[config.mk]
export PLATFORM = sky130hd
export DESIGN_NAME = mem_arbiter_flat
export DESIGN_NICKNAME = d
export VERILOG_FILES = /design/src/rtl/mem_arbiter_pkg.sv /design/src/rtl/mem_arbiter_if.sv /design/src/rtl/mem_arb_rsp_pipe.sv /design/src/rtl/mem_arbiter.sv /design/src/flat_wrapper.sv
export SDC_FILE = /design/constraint.sdc
export NUM_CORES = 1
export LEC_CHECK = 0
export ABC_AREA = 1
export CAP_MARGIN = 20
export CELL_PAD_IN_SITES_DETAIL_PLACEMENT = 1
export CELL_PAD_IN_SITES_GLOBAL_PLACEMENT = 2
export CORE_ASPECT_RATIO = 0.8
export CORE_MARGIN = 3
export CORE_UTILIZATION = 10
export CTS_CLUSTER_DIAMETER = 80
export DETAILED_ROUTE_END_ITERATION = 10
export GPL_TIMING_DRIVEN = 0
export PLACE_DENSITY_LB_ADDON = 0.1
export SYNTH_ARGS = -nofsm -noshare
export SYNTH_HDL_FRONTEND = slang
export SYNTH_HIERARCHICAL = 1
export SYNTH_SLANG_ARGS = --single-unit
[constraint.sdc]
create_clock -name clk -period 1.6 [get_ports clk]
set_input_delay 0.16 -clock clk [delete_from_list [all_inputs] [get_ports clk]]
set_output_delay 0.16 -clock clk [all_outputs]
set_load 0.02 [all_outputs]
[src/rtl/mem_arbiter_pkg.sv]
// mem_arbiter_pkg: shared ids, limits and response-pipe entry type for the RAM arbiter.
package mem_arbiter_pkg;
    typedef enum logic {M0 = 1'b0, M1 = 1'b1} mid_e;
    localparam int RD_LAT_MAX = 4;
    localparam int HOLD_W = 8;
    typedef struct packed {
        logic valid;
        mid_e id;
    } rsp_t;
endpackage

[src/rtl/mem_arbiter_if.sv]
// mem_arbiter_if: one master's request/response port; mem_ram_if: the single BRAM port.
interface mem_arbiter_if;
    logic        req;
    logic        lock;
    logic [31:0] addr;
    logic        ren;
    logic [3:0]  wmask;
    logic [31:0] wdata;
    logic        gnt;
    logic        rvalid;
    logic [31:0] rdata;
    modport master (output req, lock, addr, ren, wmask, wdata, input gnt, rvalid, rdata);
    modport slave (input req, lock, addr, ren, wmask, wdata, output gnt, rvalid, rdata);
endinterface

interface mem_ram_if;
    logic [31:0] addr;
    logic        ren;
    logic [3:0]  wmask;
    logic [31:0] wdata;
    logic [31:0] rdata;
    modport master (output addr, ren, wmask, wdata, input rdata);
    modport slave (input addr, ren, wmask, wdata, output rdata);
endinterface

[src/rtl/mem_arb_rsp_pipe.sv]
// mem_arb_rsp_pipe: RD_LAT-deep {valid,id} shift register steering read responses to their master.
module mem_arb_rsp_pipe
    import mem_arbiter_pkg::*;
#(
    parameter int RD_LAT = 1
) (
    input  logic       clk,
    input  logic       rst_n,
    input  logic       push_valid_i,
    input  mid_e       push_id_i,
    output logic [1:0] rvalid_o
);
    rsp_t [RD_LAT-1:0] pipe_q;

    always_ff @(posedge clk or negedge rst_n) begin
        if (!rst_n) begin
            pipe_q <= '0;
        end else begin
            pipe_q[0] <= {push_valid_i, push_id_i};
            for (int i = 1; i < RD_LAT; i++) pipe_q[i] <= pipe_q[i-1];
        end
    end

    assign rvalid_o[0] = pipe_q[RD_LAT-1].valid && pipe_q[RD_LAT-1].id == M0;
    assign rvalid_o[1] = pipe_q[RD_LAT-1].valid && pipe_q[RD_LAT-1].id == M1;
endmodule

[src/rtl/mem_arbiter.sv]
// mem_arbiter: two-master round-robin arbiter for one BRAM port, with bus lock and starvation limit.
module mem_arbiter
    import mem_arbiter_pkg::*;
#(
    parameter int RD_LAT    = 1,
    parameter int MAX_HOLD  = 8,
    parameter bit FIXED_PRI = 1'b0
) (
    input logic          clk,
    input logic          rst_n,
    mem_arbiter_if.slave m0,
    mem_arbiter_if.slave m1,
    mem_ram_if.master    s
);
    mid_e              last_q, last_d, win, other;
    logic              lock_q, lock_d;
    logic [HOLD_W-1:0] hold_q, hold_d;
    logic              gnt, own_req, oth_req, owned;
    logic [1:0]        rvalid;

    assign other = (last_q == M0) ? M1 : M0;

    // last_q doubles as the lock owner: the owner is always the most recent winner
    always_comb begin
        gnt     = m0.req | m1.req;
        own_req = (last_q == M1) ? m1.req : m0.req;
        oth_req = (last_q == M1) ? m0.req : m1.req;
        owned   = lock_q && own_req;
        win     = (owned && (!oth_req || hold_q < HOLD_W'(MAX_HOLD))) ? last_q
                : owned ? other
                : (m0.req ^ m1.req) ? (m1.req ? M1 : M0)
                : FIXED_PRI ? M0 : other;
        last_d  = gnt ? win : last_q;
        lock_d  = gnt ? ((win == M1) ? m1.lock : m0.lock) : lock_q;
        hold_d  = !gnt ? hold_q
                : (win == last_q && lock_q) ? ((&hold_q) ? hold_q : hold_q + 1'b1)
                : HOLD_W'(1);
    end

    always_ff @(posedge clk or negedge rst_n) begin
        if (!rst_n) begin
            last_q <= M1;
            lock_q <= 1'b0;
            hold_q <= '0;
        end else begin
            last_q <= last_d;
            lock_q <= lock_d;
            hold_q <= hold_d;
        end
    end

    assign m0.gnt  = gnt && win == M0;
    assign m1.gnt  = gnt && win == M1;
    assign s.addr  = !gnt ? '0 : (win == M1) ? m1.addr : m0.addr;
    assign s.ren   = gnt && ((win == M1) ? m1.ren : m0.ren);
    assign s.wmask = !gnt ? '0 : (win == M1) ? m1.wmask : m0.wmask;
    assign s.wdata = !gnt ? '0 : (win == M1) ? m1.wdata : m0.wdata;

    mem_arb_rsp_pipe #(.RD_LAT(RD_LAT)) u_rsp_pipe (
        .clk          (clk),
        .rst_n        (rst_n),
        .push_valid_i (s.ren),
        .push_id_i    (win),
        .rvalid_o     (rvalid)
    );

    assign m0.rvalid = rvalid[0];
    assign m1.rvalid = rvalid[1];
    assign m0.rdata  = s.rdata;
    assign m1.rdata  = s.rdata;
endmodule
[src/flat_wrapper.sv]
// flat-port wrapper written by rule: the top's interface ports become plain ports
module mem_arbiter_flat import mem_arbiter_pkg::*;
#(
    parameter int RD_LAT    = 1,
    parameter int MAX_HOLD  = 8,
    parameter bit FIXED_PRI = 1'b0
)
  (clk, rst_n, m0_req, m0_lock, m0_addr, m0_ren, m0_wmask, m0_wdata, m0_gnt, m0_rvalid, m0_rdata, m1_req, m1_lock, m1_addr, m1_ren, m1_wmask, m1_wdata, m1_gnt, m1_rvalid, m1_rdata, s_addr, s_ren, s_wmask, s_wdata, s_rdata);
  mem_arbiter_if m0_i ();
  mem_arbiter_if m1_i ();
  mem_ram_if s_i ();
  input logic clk;
  input logic rst_n;
  input wire logic [$bits(m0_i.req)-1:0] m0_req;
  input wire logic [$bits(m0_i.lock)-1:0] m0_lock;
  input wire logic [$bits(m0_i.addr)-1:0] m0_addr;
  input wire logic [$bits(m0_i.ren)-1:0] m0_ren;
  input wire logic [$bits(m0_i.wmask)-1:0] m0_wmask;
  input wire logic [$bits(m0_i.wdata)-1:0] m0_wdata;
  output wire logic [$bits(m0_i.gnt)-1:0] m0_gnt;
  output wire logic [$bits(m0_i.rvalid)-1:0] m0_rvalid;
  output wire logic [$bits(m0_i.rdata)-1:0] m0_rdata;
  input wire logic [$bits(m1_i.req)-1:0] m1_req;
  input wire logic [$bits(m1_i.lock)-1:0] m1_lock;
  input wire logic [$bits(m1_i.addr)-1:0] m1_addr;
  input wire logic [$bits(m1_i.ren)-1:0] m1_ren;
  input wire logic [$bits(m1_i.wmask)-1:0] m1_wmask;
  input wire logic [$bits(m1_i.wdata)-1:0] m1_wdata;
  output wire logic [$bits(m1_i.gnt)-1:0] m1_gnt;
  output wire logic [$bits(m1_i.rvalid)-1:0] m1_rvalid;
  output wire logic [$bits(m1_i.rdata)-1:0] m1_rdata;
  output wire logic [$bits(s_i.addr)-1:0] s_addr;
  output wire logic [$bits(s_i.ren)-1:0] s_ren;
  output wire logic [$bits(s_i.wmask)-1:0] s_wmask;
  output wire logic [$bits(s_i.wdata)-1:0] s_wdata;
  input wire logic [$bits(s_i.rdata)-1:0] s_rdata;
  assign m0_i.req = m0_req;
  assign m0_i.lock = m0_lock;
  assign m0_i.addr = m0_addr;
  assign m0_i.ren = m0_ren;
  assign m0_i.wmask = m0_wmask;
  assign m0_i.wdata = m0_wdata;
  assign m0_gnt = m0_i.gnt;
  assign m0_rvalid = m0_i.rvalid;
  assign m0_rdata = m0_i.rdata;
  assign m1_i.req = m1_req;
  assign m1_i.lock = m1_lock;
  assign m1_i.addr = m1_addr;
  assign m1_i.ren = m1_ren;
  assign m1_i.wmask = m1_wmask;
  assign m1_i.wdata = m1_wdata;
  assign m1_gnt = m1_i.gnt;
  assign m1_rvalid = m1_i.rvalid;
  assign m1_rdata = m1_i.rdata;
  assign s_addr = s_i.addr;
  assign s_ren = s_i.ren;
  assign s_wmask = s_i.wmask;
  assign s_wdata = s_i.wdata;
  assign s_i.rdata = s_rdata;
  mem_arbiter #(.RD_LAT(RD_LAT), .MAX_HOLD(MAX_HOLD), .FIXED_PRI(FIXED_PRI)) u_core (.clk(clk), .rst_n(rst_n), .m0(m0_i), .m1(m1_i), .s(s_i));
endmodule
==> impl_metrics.py <==
metrics = {
    "clock_tree": {
        "cts_hold_buffers": 0,
        "cts.clk_slew.worst_paths_ps": 50,
        "clock_latency_ps": 240,
        "numCtsBuffers": 3,
        "clock-sinks": 12,
        "cts_root_buffer": "clkbuf_16",
        "htree_levels": 1,
        "clockBufferDepth": 2,
        "tritoncts": "yes",
    },
    "detailed_routing": {
        "avgViaCountPerCell": 3.687,
        "vias": 3624,
        "drt_wl_total_um": 15500,
        "drt_iter0_markers": 79,
        "firstDrtPassIters": 4,
        "routedWlPerCell_um": 15.77,
        "ant_nets": 0,
        "drc": 0,
    },
    "die": {
        "ios": 313,
        "chipWidth_um": 169.0,
        "die_y_um": 136.4,
        "core_um2": 20760,
        "start_util_pct": 10.23,
        "design.die.area_um2": 23040,
        "fp-row-count": 47,
    },
    "sta": {
        "rsz0062_at_grt": "yes",
        "period_minus_slack_ps": 2357,
        "finalHoldViolCount": 0,
        "final-setup-viol-count": 82,
        "max_clock_freq_mhz": 424.3,
        "slew_headroom_pct": 58.40,
        "hold_ws_ps": 308.7,
        "tightestPinTransition_ps": 622.0,
        "fin_skew_ps": 4.391,
        "fin_ws_ps": -757.1,
        "slew_violations": 0,
        "fin_crit_sh_pct": 147.3,
    },
    "synthesis": {
        "ys_types": 21,
        "yosys_warnings": 6,
        "synth_nets": 569,
        "netlist_area_um2": 2125,
        "synth_cells": 391,
        "ys_seq_area_share_pct": 14.19,
        "ys_ff_latch": 12,
        "synth.avg_cell_area_um2": 5.434,
    },
    "critical_path": {
        "regToRegEndpoint": "u_core/u_rsp_pipe/pipe_q[1]$_DFF_PN0_",
        "reg2regPathDepth": 13,
        "start_kind": "register",
        "crit_arrival_ps": 2200,
        "cp.required_ps": 1440,
        "setup.worst_path.end_class": "output port",
        "cp_max_fo": 8,
        "crit_type": "register to output port",
        "path_cells": "nand2_1 > o21ai_0 > nand2_1 > nand2_2 > nand2_2 > nand2_4 > inv_8 > nor2_8 > buf_12 > buf_12 > buf_6 > nand2_1 > nand2_2 > buf_6",
        "critical_path.top_delay_family": "simple AND/OR/NAND/NOR gates",
        "r2r_setup_slack_ps": -340,
        "slowest_delay_ps": 610,
        "crit_buf_inv": 5,
        "r2r-start": "u_core/last_q$_DFFE_PN1P_",
        "crit_slowest_cell": "dfstp_2",
    },
    "global_route": {
        "overflow": 0,
        "grt_pass1_vias": 4009,
        "grt_max_degree": 13,
        "grt_pass1_wl_um": 22450,
        "grt_use_total_pct": 12.49,
        "antenna_found_initial": 4,
    },
    "job": {
        "drv_cap": 0,
    },
    "pwr": {
        "peakVddDrop_uv": 557.5,
        "total_power_uw": 10550,
        "power_density_nw_per_um2": 1594,
        "p_leak_uw": 0.003194,
    },
    "place": {
        "placed_cells": 940,
        "dpl.hpwl_um": 12960,
        "io_buffers": 280,
        "gp_congestion": 0.7497,
    },
    "finish": {
        "mostFrequentLayoutCell": "clkdlybuf4s50_1",
        "final_cell_mix": "clkdlybuf4s50_1 (207), nand2_2 (113), nand2_1 (97), buf_6 (89), buf_4 (74)",
        "stdcell_count": 983,
        "drive_gt1_share_pct": 49.65,
        "final_nets": 892,
        "areaGrowthSynthToFinish_pct": 211.5,
    },
    "hold_path": {
        "min_path_type": "primary input to asynchronous set/reset pin",
    },
    "run_status": {
        "status": "finished with violations",
        "violations": "setup timing",
    },
}
-- cell type report --
| cell class | count | area [um^2] |
|---|---|---|
| fill | 2465 | 14140 |
| timing repair buffer | 317 | 3338 |
| multi-input combinational | 284 | 1775 |
| buffer | 78 | 696.9 |
| tap | 269 | 336.6 |
| sequential | 12 | 301.5 |
| clock buffer | 4 | 88.84 |
| inverter | 18 | 78.83 |
| antenna | 1 | 2.502 |
-- through the flow --
stage          instance area [um^2]  worst slack (ps)  setup TNS, ps  utilization, %
2_1_floorplan                  2332            -126.4          -7103               -
3_5_place_dp                   5472             -1471        -106820           26.36
5_1_grt                        6619            -879.9         -61930           31.88
3_3_place_gp                   5472             -1413        -102030           26.36
6_report                       6619            -757.1         -51320           31.88
4_1_cts                        6152            -750.2         -48400           29.64
-- worst max-delay path by stage --
stage	startpoint	to	slack, ps	cells after the start
after floorplan	u_core/last_q$_DFFE_PN1P_	s_addr[22]	-130	11
after global placement	m1_req	s_addr[10]	-1410	14
after detailed placement	m1_req	s_addr[10]	-1470	14
after CTS	u_core/last_q$_DFFE_PN1P_	s_addr[16]	-750	15
after global routing	u_core/last_q$_DFFE_PN1P_	s_addr[11]	-880	14
final	u_core/last_q$_DFFE_PN1P_	s_addr[18]	-760	14
-- layer usage --
| metal | wire [um] | track usage, % | vias to the layer above |
|---|---|---|---|
| met4 | 127 | 1.181 | 6 |
| met1 | 5203 | 13.06 | 1702 |
| met2 | 8727 | 24.35 | 132 |
| li1 | - | - | 1772 |
| met5 | 43 | 0 | - |
| met3 | 1398 | 4.971 | 12 |
-- report_power, final --
part | internal [uW] | switching (uW)
Clock | 379 | 143
Sequential | 394 | 104
Combinational | 4800 | 4730
-- synthesized netlist by cell type --
| master | number | area, um^2 |
|---|---|---|
| nand2_1 | 242 | 908.4 |
| buf_4 | 71 | 533.0 |
| inv_1 | 14 | 52.55 |
| dfrtp_1 | 11 | 275.3 |
| nand4_1 | 11 | 68.82 |
| nand3_1 | 10 | 50.05 |
| buf_2 | 7 | 35.03 |
| xor2_1 | 6 | 52.55 |
| nor2_1 | 4 | 15.01 |
| clkinv_1 | 2 | 7.510 |
| ha_1 | 2 | 25.02 |
| inv_2 | 2 | 7.510 |
| a21oi_1 | 1 | 5.000 |
| dfstp_2 | 1 | 26.28 |
| nand3_2 | 1 | 10.01 |
| nor2_2 | 1 | 6.260 |
| nor2_4 | 1 | 11.26 |
| nor2_8 | 1 | 20.02 |
| nor3_1 | 1 | 5.000 |
| o21ai_0 | 1 | 5.000 |
| o21ai_1 | 1 | 5.000 |
-- state kept, by name, summed over array words and instances (netlist names) --
| register | cells |
|---|---|
| u_core/last_q | 1 |
| u_core/hold_q | 8 |
| u_core/u_rsp_pipe/pipe_q | 2 |
| u_core/lock_q | 1 |
-- cell families after synthesis --
logic type,synth area share (%)
adder cells (fa/ha/maj),1.178
AND/OR/NAND/NOR,51.53
buffers and inverters,29.92
XOR/XNOR,2.473
flip-flops,14.19
AO/OA/AOI/OAI,0.7060
-- timing repair --
action	4_1_cts	5_1_grt
setup endpoints to repair	82	82
buffers inserted	27	8
gates resized for setup	510	114
pin swaps	16	31
cloned	8	2
-- worst reg2reg max path, delay by kind of cell (launching register included) --
kind / cells / cell delay (ps)
simple gates: 8 / 660
flops: 1 / 610
compound gates: 1 / 70
buf+inv: 4 / 500
Note: power is estimated with default switching activity, not from simulation.
